File: config.mk
export PLATFORM = sky130hd
export DESIGN_NAME = aip_bus_arbiter
export DESIGN_NICKNAME = d
export VERILOG_FILES = /design/src/rtl/aip_bus_arbiter.sv
export SDC_FILE = /design/constraint.sdc
export NUM_CORES = 1
export LEC_CHECK = 0
export ABC_CLOCK_PERIOD_IN_PS = 2600
export CAP_MARGIN = 20
export CORE_AREA = 5 5 84 86
export CTS_BUF_LIST = sky130_fd_sc_hd__clkbuf_4 sky130_fd_sc_hd__clkbuf_8
export DETAILED_ROUTE_END_ITERATION = 10
export DIE_AREA = 0 0 89 91
export PLACE_DENSITY_LB_ADDON = 0.1
export SETUP_SLACK_MARGIN = 0.5
export SYNTH_ARGS = -nofsm -noshare
export SYNTH_HDL_FRONTEND = slang
export SYNTH_SLANG_ARGS = --single-unit
File: constraint.sdc
create_clock -name i_clk -period 2.6 [get_ports i_clk]
set_input_delay 0.78 -clock i_clk [delete_from_list [all_inputs] [get_ports i_clk]]
set_output_delay 0.78 -clock i_clk [all_outputs]
set_load 0.03 [all_outputs]
File: src/rtl/aip_bus_arbiter.sv
// Two-master AIP slave-port arbiter: round-robin on ties, grant held for a whole transaction, one dead GAP cycle after release.
// Latency: grant 1 cycle after req; datapath is combinational from the grant. Optional idle-owner watchdog: AIP_ARB_TIMEOUT_EN.
module aip_bus_arbiter #(
    parameter int DATA_W         = 32,
    parameter int CONF_W         = 5,
    parameter int TIMEOUT_CYCLES = 1024
) (
    input  logic              i_clk,
    input  logic              i_rst_n,
    input  logic              i_m0_req,
    input  logic              i_m1_req,
    output logic              o_m0_gnt,
    output logic              o_m1_gnt,
    input  logic [DATA_W-1:0] i_m0_data_in,
    input  logic [DATA_W-1:0] i_m1_data_in,
    input  logic [CONF_W-1:0] i_m0_conf,
    input  logic [CONF_W-1:0] i_m1_conf,
    input  logic              i_m0_read,
    input  logic              i_m0_write,
    input  logic              i_m0_start,
    input  logic              i_m1_read,
    input  logic              i_m1_write,
    input  logic              i_m1_start,
    output logic [DATA_W-1:0] o_m0_data_out,
    output logic [DATA_W-1:0] o_m1_data_out,
    output logic              o_m0_int,
    output logic              o_m1_int,
    output logic [DATA_W-1:0] o_s_data_in,
    output logic [CONF_W-1:0] o_s_conf,
    output logic              o_s_read,
    output logic              o_s_write,
    output logic              o_s_start,
    input  logic [DATA_W-1:0] i_s_data_out,
    input  logic              i_s_int_req,
    output logic              o_busy,
    output logic              o_timeout
);

    typedef enum logic [1:0] {ST_IDLE, ST_OWN0, ST_OWN1, ST_GAP} state_t;

    state_t r_state;
    state_t w_state_nxt;
    logic   r_last_owner;     // 1 = M1 owned last, so M0 wins the next tie
    logic   w_last_owner_nxt;
    logic   w_to_hit;

    always_ff @(posedge i_clk or negedge i_rst_n) begin
        if (!i_rst_n) begin
            r_state      <= ST_IDLE;
            r_last_owner <= 1'b1;
        end else begin
            r_state      <= w_state_nxt;
            r_last_owner <= w_last_owner_nxt;
        end
    end

    always_comb begin
        w_state_nxt      = r_state;
        w_last_owner_nxt = r_last_owner;
        unique case (r_state)
            ST_IDLE, ST_GAP: begin
                if (i_m0_req && (!i_m1_req || r_last_owner))
                    w_state_nxt = ST_OWN0;
                else if (i_m1_req)
                    w_state_nxt = ST_OWN1;
                else
                    w_state_nxt = ST_IDLE;
            end
            ST_OWN0: begin
                if (!i_m0_req || w_to_hit) begin
                    w_state_nxt      = ST_GAP;
                    w_last_owner_nxt = 1'b0;
                end
            end
            ST_OWN1: begin
                if (!i_m1_req || w_to_hit) begin
                    w_state_nxt      = ST_GAP;
                    w_last_owner_nxt = 1'b1;
                end
            end
            default: w_state_nxt = ST_IDLE;
        endcase
    end

    assign o_m0_gnt = (r_state == ST_OWN0);
    assign o_m1_gnt = (r_state == ST_OWN1);
    assign o_busy   = o_m0_gnt | o_m1_gnt;

    // Non-owner strobes are simply dropped; nothing is queued.
    assign o_s_data_in   = o_m0_gnt ? i_m0_data_in : (o_m1_gnt ? i_m1_data_in : '0);
    assign o_s_conf      = o_m0_gnt ? i_m0_conf    : (o_m1_gnt ? i_m1_conf    : '0);
    assign o_s_read      = (o_m0_gnt & i_m0_read)  | (o_m1_gnt & i_m1_read);
    assign o_s_write     = (o_m0_gnt & i_m0_write) | (o_m1_gnt & i_m1_write);
    assign o_s_start     = (o_m0_gnt & i_m0_start) | (o_m1_gnt & i_m1_start);
    assign o_m0_data_out = o_m0_gnt ? i_s_data_out : '0;
    assign o_m1_data_out = o_m1_gnt ? i_s_data_out : '0;

    // With no owner the interrupt goes to whoever owned the port last.
    assign o_m0_int = i_s_int_req & (o_m0_gnt | (!o_busy & !r_last_owner));
    assign o_m1_int = i_s_int_req & (o_m1_gnt | (!o_busy &  r_last_owner));

`ifdef AIP_ARB_TIMEOUT_EN
    localparam int CNT_W = $clog2(TIMEOUT_CYCLES + 1);

    logic [CNT_W-1:0] r_to_cnt;
    logic             r_to_half;
    logic             r_timeout;
    logic             w_own;
    logic             w_owner_strobe;
    logic             w_enter_own;

    assign w_own          = o_busy;
    assign w_owner_strobe = (o_m0_gnt & (i_m0_read | i_m0_write | i_m0_start)) |
                            (o_m1_gnt & (i_m1_read | i_m1_write | i_m1_start));
    assign w_enter_own    = ((w_state_nxt == ST_OWN0) || (w_state_nxt == ST_OWN1)) &&
                            (w_state_nxt != r_state);
    assign w_to_hit       = w_own && (r_to_cnt == CNT_W'(TIMEOUT_CYCLES));

    // Counter advances on every second idle owned cycle and saturates at the limit.
    always_ff @(posedge i_clk or negedge i_rst_n) begin
        if (!i_rst_n) begin
            r_to_cnt  <= '0;
            r_to_half <= 1'b0;
            r_timeout <= 1'b0;
        end else begin
            r_timeout <= w_to_hit & ((o_m0_gnt & i_m0_req) | (o_m1_gnt & i_m1_req));
            if (w_enter_own || w_owner_strobe) begin
                r_to_cnt  <= '0;
                r_to_half <= 1'b0;
            end else if (w_own) begin
                r_to_half <= ~r_to_half;
                if (r_to_half && (r_to_cnt != CNT_W'(TIMEOUT_CYCLES)))
                    r_to_cnt <= r_to_cnt + 1'b1;
            end
        end
    end

    assign o_timeout = r_timeout;
`else
    assign w_to_hit  = 1'b0;
    assign o_timeout = 1'b0;

    // The idle limit has no effect when the watchdog is not built in.
    if (TIMEOUT_CYCLES < 1) begin : g_timeout_cycles_unused
    end
`endif

endmodule
**Word level (Yosys, flattened, before mapping)**

Index checks and enable logic that the tools add are counted.

- Register bits: 3
- Latch bits: 0
- Memory bits (writable): 0
- Bits in read-only memories: 0
- Input bits: 117
- Output and inout port bits: 110
- Memories: 0

- $add $sub $neg: 0
- $mul: 0
- Divide/modulo/power cells: 0
- Magnitude comparators: 0
- Equality and inequality tests: 5
- Shifts and indexed selects: 0
- Multiplexer cells: 14
- Bitwise operators: 16
- Reduce and logical (&&, ||, !) cells: 10

Operators by type and width:

| operator | number |
|---|---|
| 32-bit two-way mux | 4 |
| 1-bit bitwise AND | 10 |
| 5-bit two-way mux | 2 |
| 2-bit two-way mux | 4 |
| 1-bit bitwise OR | 6 |
| 2-bit one-hot mux with 3 select lines | 1 |
| 2-bit equality test, second input constant | 2 |
| 2-bit != test, second input constant | 2 |
| 1-bit zero test | 3 |
| 3-bit AND reduction | 1 |
| 2-bit by 1-bit equality test with 1-bit output, second input constant | 1 |
| 2-bit zero test | 1 |
| 1-bit two-way mux | 2 |
| 1-bit one-hot mux with 2 select lines | 1 |
| 2-bit AND reduction | 1 |
| 2-bit nonzero test | 1 |
| 2-bit OR reduction | 1 |
| 1-bit logical AND | 1 |
| 1-bit logical OR | 1 |

**Longest topological paths before layout**

Gate-level depths: netlist of run 1.

- Depth in word-level cells: 6
- Gate-level depth with buffers: 7
- Gate-level depth less buffers: 5

**Worst setup path before layout of run 1**

No wires, ideal clock.

- Path kind: reg2out
- From: register r_state[0]
- To: output port o_s_conf[3]
- Arrival: 1,766 ps
- Data required time: 1,820 ps
- Path slack: 54 ps
- Cell stages (with the launch flop): 5
- Buffers on the path: 2
- Path through: dfrtp_1 ha_1 buf_6 buf_2 o21ai_0

- Elaborated cells between the ends (all ways): 4

RTL lines:

| element | RTL line | source |
|---|---|---|
| start, declared | 41 | `state_t r_state;` |
| start signal, assigned | 52 | `r_state <= w_state_nxt;` |
| 2-bit by 1-bit equality test with 1-bit output | 85 | `assign o_m0_gnt = (r_state == ST_OWN0);` |
| named net o_m0_gnt | 12 | `output logic o_m0_gnt,` |
| 5-bit two-way mux | 91 | `assign o_s_conf = o_m0_gnt ? i_m0_conf : (o_m1_gnt ? i_m1_conf : '0);` |
| end, declared | 29 | `output logic [CONF_W-1:0] o_s_conf,` |

The timed path passes the listed nets, and every way through them passes these cells.

**Worst setup path after layout of run 1**

- From: register r_state[0]
- To: output port o_s_write

- Longest elaborated chain between the ends: 3
- Elaborated cells between the ends (all ways): 5

Ends and longest elaborated chain:

| element | RTL line | source |
|---|---|---|
| 2-bit by 1-bit equality test with 1-bit output / 2-bit equality test (equally long branches) | 85, 86 |  |
| 1-bit bitwise AND | 93 | `assign o_s_write = (o_m0_gnt & i_m0_write) \| (o_m1_gnt & i_m1_write);` |
| 1-bit bitwise OR * | 93 |  |
| end, declared | 31 | `output logic o_s_write,` |

Every way passes the cells marked *; elsewhere a longest branch is shown, timed or not.

==> results of run 1 <==
==> report_power, final <==
part	leakage, nW	switching [W]	internal, W	total [W]
clock network	0.0262	0.0000297	0.000115	0.000145
logic	1.99	0.00227	0.00213	0.00440
registers	0.0323	0.0000289	0.0000771	0.000106
==> cell type report <==
type | count | area, um2 | area share (%)
multi-input cells | 128 | 1120 | 28.6
well taps | 77 | 96.3 | 2.46
diodes | 1 | 2.50 | 0.0639
flip-flops and latches | 3 | 76.3 | 1.95
clock buffers | 4 | 48.8 | 1.25
repair buffers | 248 | 2550 | 65.2
inverters | 5 | 18.8 | 0.480
==> synthesized netlist by cell type, drive strengths merged (2+ instances only) <==
library cell  number  area [um2]
nor2b              3        26.3
o21ai              6        30.0
dfrtp              2        50.1
buf               10        88.8
and2              64         400
ha                 4        50.1
a22o              39         342
a21boi             2        15.0
a21oi              3        15.0
nand2              2        7.51
clkbuf             8        30.0
inv                5        18.8
==> kinds of logic after synthesis <==
| family | Yosys count |
|---|---|
| simple gates | 70 |
| compound gates | 52 |
| buf+inv | 23 |
| fa+ha+maj | 4 |
| flops | 3 |
| other cells | 1 |
==> state kept, by name, summed over array words and instances (netlist names) <==
| signal | count |
|---|---|
| r_state | 2 |
| r_last_owner | 1 |
==> critical path, stage by stage (launching register included) <==
cell and delay [ns]:
dfrtp_1 0.40, buf_4 0.15, ha_2 0.22, buf_12 0.17, a22o_1 0.27, buf_12 0.15
==> stage by stage <==
stage	std cells	setup slack, ns	hold slack [ns]	area [um2]
6_report	466	0.253	0.546	3910
3_3_place_gp	440	0.0164	0.532	3230
4_1_cts	453	0.271	0.538	3660
2_1_floorplan	153	0.476	0.484	1200
5_1_grt	465	0.188	0.581	3910
3_5_place_dp	440	-0.0221	0.533	3230
==> routing by layer <==
| metal | track usage [%] | vias to the layer above | wire, um |
|---|---|---|---|
| met5 | 0 | - | 0 |
| met4 | 2.73 | 0 | 29 |
| met3 | 5.70 | 2 | 1040 |
| met2 | 35.1 | 134 | 4610 |
| met1 | 17.8 | 966 | 2970 |
| li1 | - | 1012 | - |
==> worst min path at each step <==
stage / start / end / depth (start not counted) / slack (ns)
after global placement: r_last_owner / r_last_owner / 2 / 0.53
after floorplan: i_rst_n / r_state[0] / 0 / 0.48
final: r_last_owner / r_last_owner / 2 / 0.55
after detailed placement: r_last_owner / r_last_owner / 2 / 0.53
after CTS: r_last_owner / r_last_owner / 2 / 0.54
after global routing: r_last_owner / r_last_owner / 2 / 0.58
==> repair_timing <==
item                       4_1_cts  5_1_grt
gates resized for setup        214       33
hold buffers                     0        0
hold endpoints to repair         0        0
pin swaps                       56       17
buffers inserted                 6        6
gates cloned                     3        6
setup endpoints to repair      109      108
==> summary.txt, run 1 <==
Timing
  – Skew final: 0.000570 ns
  – Setup TNS: 0 ns
  – Tcrit/Tclk final: 90.3%
  – Min cycle time layout: 2.35 ns
  – RSZ-0062 raised after global routing: true
  – Count of final max-slew check failures: 0
  – Max Fclk: 426 MHz
  – Final setup fails: 0
  – Hold Violations, Final: 0

CTS
  – Clk root buf: clkbuf_8
  – CTS H-tree lvls: 1
  – Clock buffer depth: 2
  – Clk sinks: 3
  – Insertion delay to the later sink of the worst-skew pair: 0.21 ns
  – CTS clk-pin slew, worst paths: 0.03 ns
  – TritonCTS clock tree: yes
  – Total CTS buffers: 3

Synth
  – Simple-Gate Fraction of Synth Area: 39.1%
  – Synth Area in Adders: 4.46%
  – Yosys cell types: 20
  – Post-synth EDFFs: 0
  – Largest family of logic cells by synthesized area: simple AND/OR/NAND/NOR gates
  – Post-synthesis instance area: 1120 um2
  – Number of synthesized register bits: 3
  – Mux cell area share after synthesis: 0%
  – Syn nets: 274
  – Post-synth top flop: dfrtp_1
  – Sequential cell area fraction in the yosys report: 6.81%
  – Post-synthesis cell count: 153
  – Synth Area in Compound Gates: 37.1%
  – Post-Synth XOR/XNOR Area: 0%
  – Post-Syn Area per Cell: 7.33 um2
  – Fraction of registers with async set/reset: 100%
  – Synth warnings: 0

Worst setup path
  – Worst setup SP type: flip-flop
  – Setup crit end kind: primary output
  – Req. time, crit path: 1.82 ns
  – Setup slack, reg-to-reg: 0.82 ns
  – Crit path capture: o_s_write
  – Worst R2R Start: r_state[0]
  – Worst reg2reg path depth: 9
  – WP data arrival: 1.57 ns
  – R2R Path End: r_state[0]
  – CP max FO: 34
  – Setup CP Type: flip-flop to primary output
  – Crit path launch: r_state[0]

Routing
  – First-pass DRT Iterations: 4
  – DR vias: 2114
  – Routed len/inst: 18.6 um
  – Post-route DRC: 0
  – WL final: 8650 um
  – Initial DRC Count: 24
  – Vias/cell: 4.54
  – Post-route antenna net violation count: 0

Placed design
  – Count of buffers from port buffering: 225
  – Final Wtd Congestion: 0.750
  – DP HPWL: 6330 um

GRT
  – Initial antenna violation count: 0
  – First-pass GRT wire length: 11400 um
  – Pin count of the biggest net entering global routing: 35
  – GR Overflow Total: 0
  – All-Layer GR Usage: 17.8%
  – Vias in the first global route: 2146

Power and ir drop
  – Maximum VDD drop: 0.000683 V
  – Power consumption: 0.00465 W
  – PwrDens: 1190 nW/um2
  – Leak: 2.05 nW

Finish
  – Commonest non-fill, non-tap cells in the layout: dlygate4sd2_1, buf_6, buf_4, and2_4, and2_1
  – Layout Nets: 510
  – Share of layout cells above drive strength 1: 54.4%
  – Area Overhead vs Synth: 249%
  – Final core utilization: 63.1%
  – Most common cell after layout, fill and taps aside: dlygate4sd2_1
  – Fill cell count: 567

Run status
  – Outcome: finished, final reports clean

Die
  – Die height: 91 um
  – Die W: 89 um
  – Die Area: 8100 um2
  – Site Rows: 29
  – Core area: 6200 um2
  – Initial Util: 18.1%
  – I/O Pins: 227

Min path
  – Worst min path class: flip-flop to flip-flop

Run
  – Max-cap violations: 0
(Power assumes the default switching activity.)
==> inputs of run 2 (changes only) <==
--- a/config.mk
+++ b/config.mk
@@ -5,12 +5,14 @@
 export SDC_FILE = /design/constraint.sdc
 export NUM_CORES = 1
 export LEC_CHECK = 0
+export ABC_AREA = 1
 export ABC_CLOCK_PERIOD_IN_PS = 2600
 export CAP_MARGIN = 20
-export CORE_AREA = 5 5 84 86
+export CORE_ASPECT_RATIO = 0.8
+export CORE_MARGIN = 5
+export CORE_UTILIZATION = 25
 export CTS_BUF_LIST = sky130_fd_sc_hd__clkbuf_4 sky130_fd_sc_hd__clkbuf_8
 export DETAILED_ROUTE_END_ITERATION = 10
-export DIE_AREA = 0 0 89 91
 export PLACE_DENSITY_LB_ADDON = 0.1
 export SETUP_SLACK_MARGIN = 0.5
 export SYNTH_ARGS = -nofsm -noshare
==> run 2 against run 1 <==
Critical path depth increased by 2. Area after synthesis increased by 28%. Non-clock buffer count decreased by 1. Register-to-register slack improved by 0.32 ns. Worst setup slack improved by 0.11 ns. Flip-flop and latch count unchanged. Hold slack got worse by 0.052 ns. Global-route usage increased by 4.0 points. Final cell count increased by 32%. Critical path type unchanged. Largest cell class unchanged. Largest power group unchanged.
==> summary.txt, run 2 <==
Run status
  – Outcome: finished, final reports clean

Finish
  – Max reg flops: 2
  – Share of layout cells above drive strength 1: 33.7%
  – Area of the multi-input gates: 983 um2
  – Fill cell count: 505
  – Biggest regs: r_state: 2 flops, r_last_owner: 1 flops
  – Most common cell after layout, fill and taps aside: nand2_1
  – Layout Nets: 653
  – Most flops, register: r_state
  – Area Overhead vs Synth: 180%
  – Commonest non-fill, non-tap cells in the layout: nand2_1, dlygate4sd2_1, buf_6, inv_1, nand3_1
  – Final cell count without fillers: 613
  – Sequential cell area: 76.3 um2

CTS
  – Insertion delay to the later sink of the worst-skew pair: 0.22 ns
  – Clk root buf: clkbuf_8
  – CTS H-tree lvls: 1
  – Total CTS buffers: 3
  – CTS clk-pin slew, worst paths: 0.03 ns
  – Clock buffer depth: 2
  – Clk sinks: 3
  – TritonCTS clock tree: yes
  – Hold_buf cts: 0

Routing
  – Vias/cell: 4.23
  – DR vias: 2590
  – Post-route DRC: 0
  – First-pass DRT Iterations: 7
  – Post-route antenna net violation count: 0
  – WL final: 8690 um
  – Initial DRC Count: 69
  – Routed len/inst: 14.2 um

Worst setup path
  – Crit path capture: o_m1_data_out[20]
  – Setup slack, reg-to-reg: 1.14 ns
  – Worst R2R Start: r_state[1]
  – Setup CP Type: flip-flop to primary output
  – Worst reg2reg path depth: 8
  – R2R Path End: r_state[0]
  – WP data arrival: 1.46 ns
  – Req. time, crit path: 1.82 ns
  – Crit path launch: r_state[1]
  – Setup crit end kind: primary output
  – CP max FO: 7
  – Worst setup SP type: flip-flop

Placed design
  – DP HPWL: 6660 um
  – # placed instances: 588
  – Pre-CTS setup slack: 0.232 ns
  – Count of buffers from port buffering: 225
  – Final Wtd Congestion: 0.837

Timing
  – WHS: 0.493 ns
  – Tcrit/Tclk final: 86.1%
  – Final worst slack: 0.362 ns
  – Skew final: 0.000968 ns
  – Count of final max-slew check failures: 0
  – Setup TNS: 0 ns
  – Min cycle time layout: 2.24 ns
  – Final setup fails: 0
  – RSZ-0062 raised after global routing: true
  – Hold Violations, Final: 0
  – Max Fclk: 447 MHz

Power and ir drop
  – Leak: 2.58 nW
  – Pint: 0.00218 W
  – Sw Share: 54.4%
  – Sw Pwr: 0.00259 W
  – Gate power share: 94.8%
  – Clock share of power: 3.1%
  – Flop pwr share: 2.1%
  – PwrDens: 1180 nW/um2
  – Maximum VDD drop: 0.000845 V

Synth
  – Post-synth top flop: dfrtp_1
  – Post-synthesis instance area: 1440 um2
  – Yosys cell types: 16
  – Top area cells in the synthesized netlist: nand2_1, inv_1, nand3_1
  – Most numerous cell in the Yosys netlist: nand2_1
  – Number of synthesized register bits: 3
  – Syn nets: 421
  – Area fraction of the dominant cell type after synthesis: 38.8%
  – Fraction of registers with async set/reset: 100%
  – Sequential cell area fraction in the yosys report: 5.30%
  – Synth cell count leaders: nand2_1, inv_1, nand3_1
  – Cell accounting for the most synthesized area: nand2_1
  – Post-Syn Area per Cell: 4.80 um2
  – Post-synth EDFFs: 0
  – Post-synthesis cell count: 300
  – Synth warnings: 0

Die
  – Die height: 77.9 um
  – I/O Pins: 227
  – Site Rows: 24
  – Die W: 94.9 um
  – Initial Util: 26.1%
  – Die Area: 7390 um2
  – Core area: 5530 um2

GRT
  – Pin count of the biggest net entering global routing: 40
  – First-pass GRT wire length: 13000 um
  – Vias in the first global route: 2471
  – All-Layer GR Usage: 21.8%
  – GR Overflow Total: 0
  – Initial antenna violation count: 2

Run
  – Max-cap violations: 0

Min path
  – Worst min path class: flip-flop to flip-flop
run 2: cell count changes after synthesis, sizes merged, moves of 2 or more:
cell / change
a21boi: -2
nand3: +39
buf: +7
nor2: +3
clkbuf: -5
o21ai: -6
and2: -64
inv: +67
a22o: -36
nand2: +148
nor2b: -3
run 2: final cells by class:
type	count	area share, %
flip-flops and latches	3	1.89
well taps	78	2.42
multi-input cells	205	24.3
clock buffers	4	1.21
inverters	72	6.82
diodes	4	0.248
repair buffers	247	63.1
run 2: critical path, stage by stage (launching register included):
cell and delay, ns:
dfrtp_1 0.37, buf_4 0.15, ha_4 0.19, buf_12 0.15, buf_4 0.13, nand2_1 0.07, inv_2 0.04, buf_6 0.13
run 2: kinds of logic after synthesis:
kind of cell / after synthesis / share of synthesized area, %
fa+ha+maj: 4 / 3.48
buf+inv: 92 / 33.9
other cells: 1 / 0.260
compound gates: 7 / 3.21
flops: 3 / 5.30
simple gates: 193 / 53.9
run 2: layer usage:
layer / vias to the layer above / routed length [um] / global-route usage, %
met5: - / 0 / 0
met3: 12 / 727 / 6.19
met1: 1147 / 3060 / 22.9
li1: 1329 / - / -
met2: 102 / 4760 / 42.3
met4: 0 / 133 / 4.90
run 2: repair_timing:
item	CTS	global route
gates cloned	2	0
setup endpoints to repair	109	108
pin swaps	73	4
gates resized for setup	223	5
buffers inserted	13	2
run 2: power by group through the flow:
stage          Clock [W]  Sequential (W)  Combinational (W)
5_1_grt         0.000156        0.000106            0.00479
2_1_floorplan          0       0.0000962            0.00243
3_5_place_dp           0        0.000103            0.00377
3_3_place_gp           0        0.000102            0.00375
6_report        0.000149        0.000101            0.00452
4_1_cts         0.000151        0.000101            0.00449
run 2: how the worst min path moves through the flow:
stage,startpoint,end,slack [ns],cells after the start
6_report,r_last_owner,r_last_owner,0.49,2
5_1_grt,r_last_owner,r_last_owner,0.53,2
4_1_cts,r_last_owner,r_last_owner,0.50,2
3_5_place_dp,r_last_owner,r_last_owner,0.49,2
3_3_place_gp,r_last_owner,r_last_owner,0.48,2
2_1_floorplan,r_last_owner,r_last_owner,0.46,2
run 2: metrics by stage:
| stage | instance area, um2 | util (%) | power [W] |
|---|---|---|---|
| after floorplan | 1520 | - | 0.00253 |
| after global placement | 3560 | 64.4 | 0.00385 |
| after detailed placement | 3560 | 64.4 | 0.00387 |
| after CTS | 4010 | 72.5 | 0.00474 |
| after global routing | 4030 | 73.0 | 0.00505 |
| final | 4040 | 73.1 | 0.00477 |
==> patch 1, RTL diff (settings of run 2) <==
Re-encode `state_t` (4 states) as one-hot, 4 bits wide.
--- a/src/rtl/aip_bus_arbiter.sv
+++ b/src/rtl/aip_bus_arbiter.sv
@@ -38,3 +38,3 @@
 
-    typedef enum logic [1:0] {ST_IDLE, ST_OWN0, ST_OWN1, ST_GAP} state_t;
+    typedef enum logic [3:0] {ST_IDLE = 4'b0001, ST_OWN0 = 4'b0010, ST_OWN1 = 4'b0100, ST_GAP = 4'b1000} state_t;
 
Behaviour: same outputs for any inputs over 10 cycles, from zero or initial values and one cycle with i_rst_n low; not proved beyond that.
==> patch 1 against run 2 <==
Utilization rose by 23 points; combinational power shrank 38%; sequential cell count rose by 2; count of clock-buffer cells in the layout unchanged; cell area up 11%; sequential power rose by 69%; cell count down 5.7%; setup slack got worse by 0.23 ns; area after synthesis is 14% lower; routed wire length is 58% higher; sequential share of layout area up 0.95 points; power down 34%; largest cell class unchanged; largest power group unchanged; highest routed layer is now met5.
==> patch 1: results (changes against run 2) <==
holdWs_ns: 0.556  # +0.0628 ns
rr_startpoint: "r_state[3]"
grt_usage_pct: 27.6  # +5.8 points
grt_pass1_vias: 2583  # +4.5%
slowest_delay_ns: 0.42  # +0.05 ns
routedWlPerCell_microns: 23.8  # +68%
synth_cells: 271  # -9.7%
cts.path.max_buffers: 2  # unchanged
finalWorstSetupSlack_ns: 0.131  # -0.232 ns
grt_max_degree: 33  # -18%
hold_depth: 2  # unchanged
dr.pass1.iters: 4  # -3
root_buffer: "clkbuf_8"
route.layer.met1.wl_microns: 4610  # +50%
syn_nets: 388  # -7.8%
grt_use_met2_pct: 54.4  # +12 points
cts_inserted_buffers: 3  # unchanged
dp_cells: 546  # -7.1%
use_met1_pct: 28.0  # +5.2 points
r2r_slack_ns: 0.94  # -0.20 ns
cts_sinks: 5  # +2
peakVddDrop_uv: 637  # -25%
crit_type: "register to output pin"
r2r-end: "r_last_owner"
synth_flop_cell: "dfrtp_1"
status: "finished, final reports clean"
cp.arrival_ns: 1.69  # +0.23 ns
drtIter0Drc: 163  # +140%
hold_path.startpoint: "r_last_owner"
highest_layer: "met5"
nNetsFinal: 631  # -3.4%
synth.area.top_cells: "nand2_1 39%, nor2_1 21%, inv_1 11%"
pre_cts_ws_ns: 0.241  # +0.00946 ns
synth_common_cells: "128 x nand2_1, 68 x nor2_1, 37 x inv_1, 6 x buf_2, 5 x buf_4"
top_regs: "r_state x4, r_last_owner x1"
hold_path_class: "register to register"
crit_family: "simple AND/OR/NAND/NOR gates"
clock_skew_ns: 0.00908  # +0.00811 ns
grt_pass1_wl_microns: 13700  # +5.5%
dr_wl_met2_microns: 7300  # +53%
ys_seq_area_share_pct: 10.4  # +5.1 points
yosysUniqueCellTypes: 17  # +1
dr_wl_met3_microns: 1140  # +57%
portBuffers: 225  # unchanged
gp_congestion: 0.863  # +3.0%
cp-endpoint: "o_s_data_in[16]"
place_area_sq_um: 3350  # -5.7%
worstPathMaxFanout: 10  # +3
drive_above_1_share_pct: 43.9  # +10 points
hpwlAfterDp_microns: 6630  # -0.46%
vias: 3028  # +17%
power_switching_mw: 1.68  # -35%
use_met3_pct: 6.55  # +0.36 points
hold-path-endpoint: "r_last_owner"
p_leak_nw: 2.47  # -4.3%
via_per_inst: 5.24  # +24%
-- patch 1: final cells by class --
type	instances	area, sq um
repair buffers	253	2770
multi-input cells	211	1280
fillers	103	184
inverters	40	175
flip-flops and latches	5	128
well taps	60	75.1
clock buffers	4	48.8
diodes	5	12.5
-- patch 1: repair_timing --
action                     4_1_cts  5_1_grt
setup buffers                    8        4
gates resized for setup        221      105
setup endpoints to repair      109      109
pin swaps                      136       42
cloned                           8        3
-- patch 1: power by group through the flow --
stage                     logic [mW]  registers [mW]  clock network [mW]
after floorplan                 1.06           0.155                   0
after global placement          1.87           0.158                   0
after detailed placement        1.88           0.159                   0
after CTS                       2.37           0.155               0.156
after global routing            2.88           0.169               0.166
final                           2.80           0.171               0.160
-- patch 1: kinds of logic (layout without fill, tap and decap cells) --
logic type / Yosys count / after routing / share of synthesized area (%)
compound gates: 4 / 4 / 1.62
buf+inv: 55 / 297 / 21.4
flops: 5 / 5 / 10.4
other cells: 1 / 6 / 0.304
simple gates: 206 / 206 / 66.3
==> patch 2, RTL diff (flow settings as in run 2) <==
Made on the original files. The option `AIP_ARB_TIMEOUT_EN` is turned on by a define.
--- a/src/rtl/aip_bus_arbiter.sv
+++ b/src/rtl/aip_bus_arbiter.sv
@@ -2,2 +2,4 @@
 // Latency: grant 1 cycle after req; datapath is combinational from the grant. Optional idle-owner watchdog: AIP_ARB_TIMEOUT_EN.
+`define AIP_ARB_TIMEOUT_EN
+
 module aip_bus_arbiter #(
Behaviour: same outputs for any inputs over 10 cycles, from zero or initial values and one cycle with i_rst_n low; that may be too few to reach the edited logic, so the function may still have changed.
==> patch 2 against run 2 <==
Routed wire length up 53%; combinational power up 42%; clock skew up 0.0020 ns; sequential share of layout area up 5.3 points; sequential cell count up 13; synthesized cell count up 34%; cell area up 39%; power up 47%; area after synthesis up 50%; setup slack worse by 0.18 ns; register-to-register slack worse by 0.58 ns.
==> patch 2: results (changes against run 2) <==
grt_pass1_vias: 3304  # +34%
via_per_inst: 4.50  # +6.6%
antenna_found_initial: 0  # -2
cts_htree_levels: 1  # unchanged
portBuffers: 226  # +0.44%
synth_warnings: 0  # unchanged
pre_cts_ws_ns: 0.149  # -0.0821 ns
clk_pin_slew_worst_paths_ns: 0.06  # +0.03 ns
hold_depth: 2  # unchanged
top_regs: "r_to_cnt x11, r_state x2"
worstSkewPairLatency_ns: 0.25  # +0.03 ns
diodes: 0  # -4
async_reset_ff_share_pct: 100  # unchanged
fill_cells: 688  # +36%
drive_above_1_share_pct: 44.4  # +11 points
p_leak_nw: 3.11  # +21%
dr.pass1.iters: 4  # -3
cts.path.max_buffers: 2  # unchanged
grt_pass1_wl_microns: 17800  # +37%
peakVddDrop_uv: 692  # -18%
grt_usage_pct: 21.4  # -0.43 points
gp_congestion: 0.898  # +7.2%
drtIter0Drc: 174  # +150%
synth.area.top_cells: "nand2_1 29%, dfrtp_1 17%, inv_1 14%"
synth_area_per_cell_sq_um: 5.36  # +12%
grt_max_degree: 30  # -25%
hold_path_class: "register to register"
rr_worst_depth: 9  # +1
yosysUniqueCellTypes: 27  # +11
multiInputGateArea_sq_um: 1710  # +74%
relSlewSlack_pct: 78.4
nNetsFinal: 770  # +18%
place_area_sq_um: 4610  # +30%
hpwlAfterDp_microns: 9070  # +36%
status: "finished, final reports clean"
ys_seq_area_share_pct: 18.6  # +13 points
power_switching_mw: 3.69  # +42%
worstPathMaxFanout: 2  # -5
wirelength_microns: 13300  # +53%
synth_flop_cell: "dfrtp_1"
routedWlPerCell_microns: 17.5  # +24%
dp_cells: 726  # +23%
syn_nets: 525  # +25%
synth_common_cells: "164 x nand2_1, 82 x inv_1, 42 x nand3_1, 17 x nor2_1, 15 x dfrtp_1"
clock_skew_ns: 0.00296  # +0.00199 ns
patch 2: cell types whose count changed after synthesis, moves of 4 or more:
cell,change
nand2_1,+15
buf_1,+14
nor2_2,+14
dfrtp_1,+13
nor2_1,+13
inv_1,+11
buf_6,-9
xor2_1,+7
buf_4,-5
inv_2,+4
nand3_2,+4
patch 2: cells by family after synthesis:
family                     after synthesis  synth area share (%)
adders and majority gates                6                  3.48
AOI/OAI and AO/OA                       13                  4.35
DFF                                     16                  18.6
and+or+nand+nor                        249                  50.0
buffers and inverters                  109                  19.8
xor gates and xnor gates                 9                  3.66
patch 2: worst max-delay path, cell delays in order:
cell and delay [ns]:
clkdlybuf4s50_1 0.54, nand2_1 0.08, inv_1 0.10, buf_6 0.14
patch 2: metal layers:
layer | vias up | GRT usage, % | wire length, microns | part of all wire, %
li1 | 1673 | - | - | -
met1 | 1554 | 24.8 | 4880 | 37
met2 | 168 | 40.2 | 7060 | 53
met3 | 18 | 4.85 | 1060 | 8.0
met4 | 0 | 4.06 | 280 | 2.1
met5 | - | 0 | 0 | 0
patch 2: final cells by class:
type | instances | area share [%]
Clock buffer | 4 | 0.869
Inverter | 87 | 5.90
Multi-Input combinational cell | 277 | 30.4
Sequential cell | 16 | 7.19
Tap cell | 112 | 2.49
Timing Repair Buffer | 262 | 53.1
patch 2: path summary, 6_finish.rpt:
check	from	slack (ns)	to
worst max-delay path	i_s_data_out[13]	0.18	o_m1_data_out[13]
worst min-delay path	r_to_half	0.57	r_to_half
worst max register to register	r_state[0]	0.56	r_to_cnt[8]
worst min register to register	r_to_half	0.57	r_to_half
max in group asynchronous	i_rst_n	1.50	r_last_owner
min in group asynchronous	i_rst_n	0.85	r_to_cnt[4]
patch 2: power by group through the flow:
stage,Combinational (mW),Sequential [mW],Clock [mW]
after floorplan,3.02,0.336,0
after global routing,6.77,0.363,0.227
after detailed placement,4.93,0.348,0
after global placement,4.91,0.348,0
after CTS,5.80,0.351,0.211
final,6.43,0.356,0.205
patch 2: what timing repair did:
action                                 CTS  global route
setup endpoints to repair              121           121
pin swaps                               22            13
cloned                                   5             5
resized for setup                      107           112
endpoints found under the hold margin    0             0
buffers inserted                        14             4
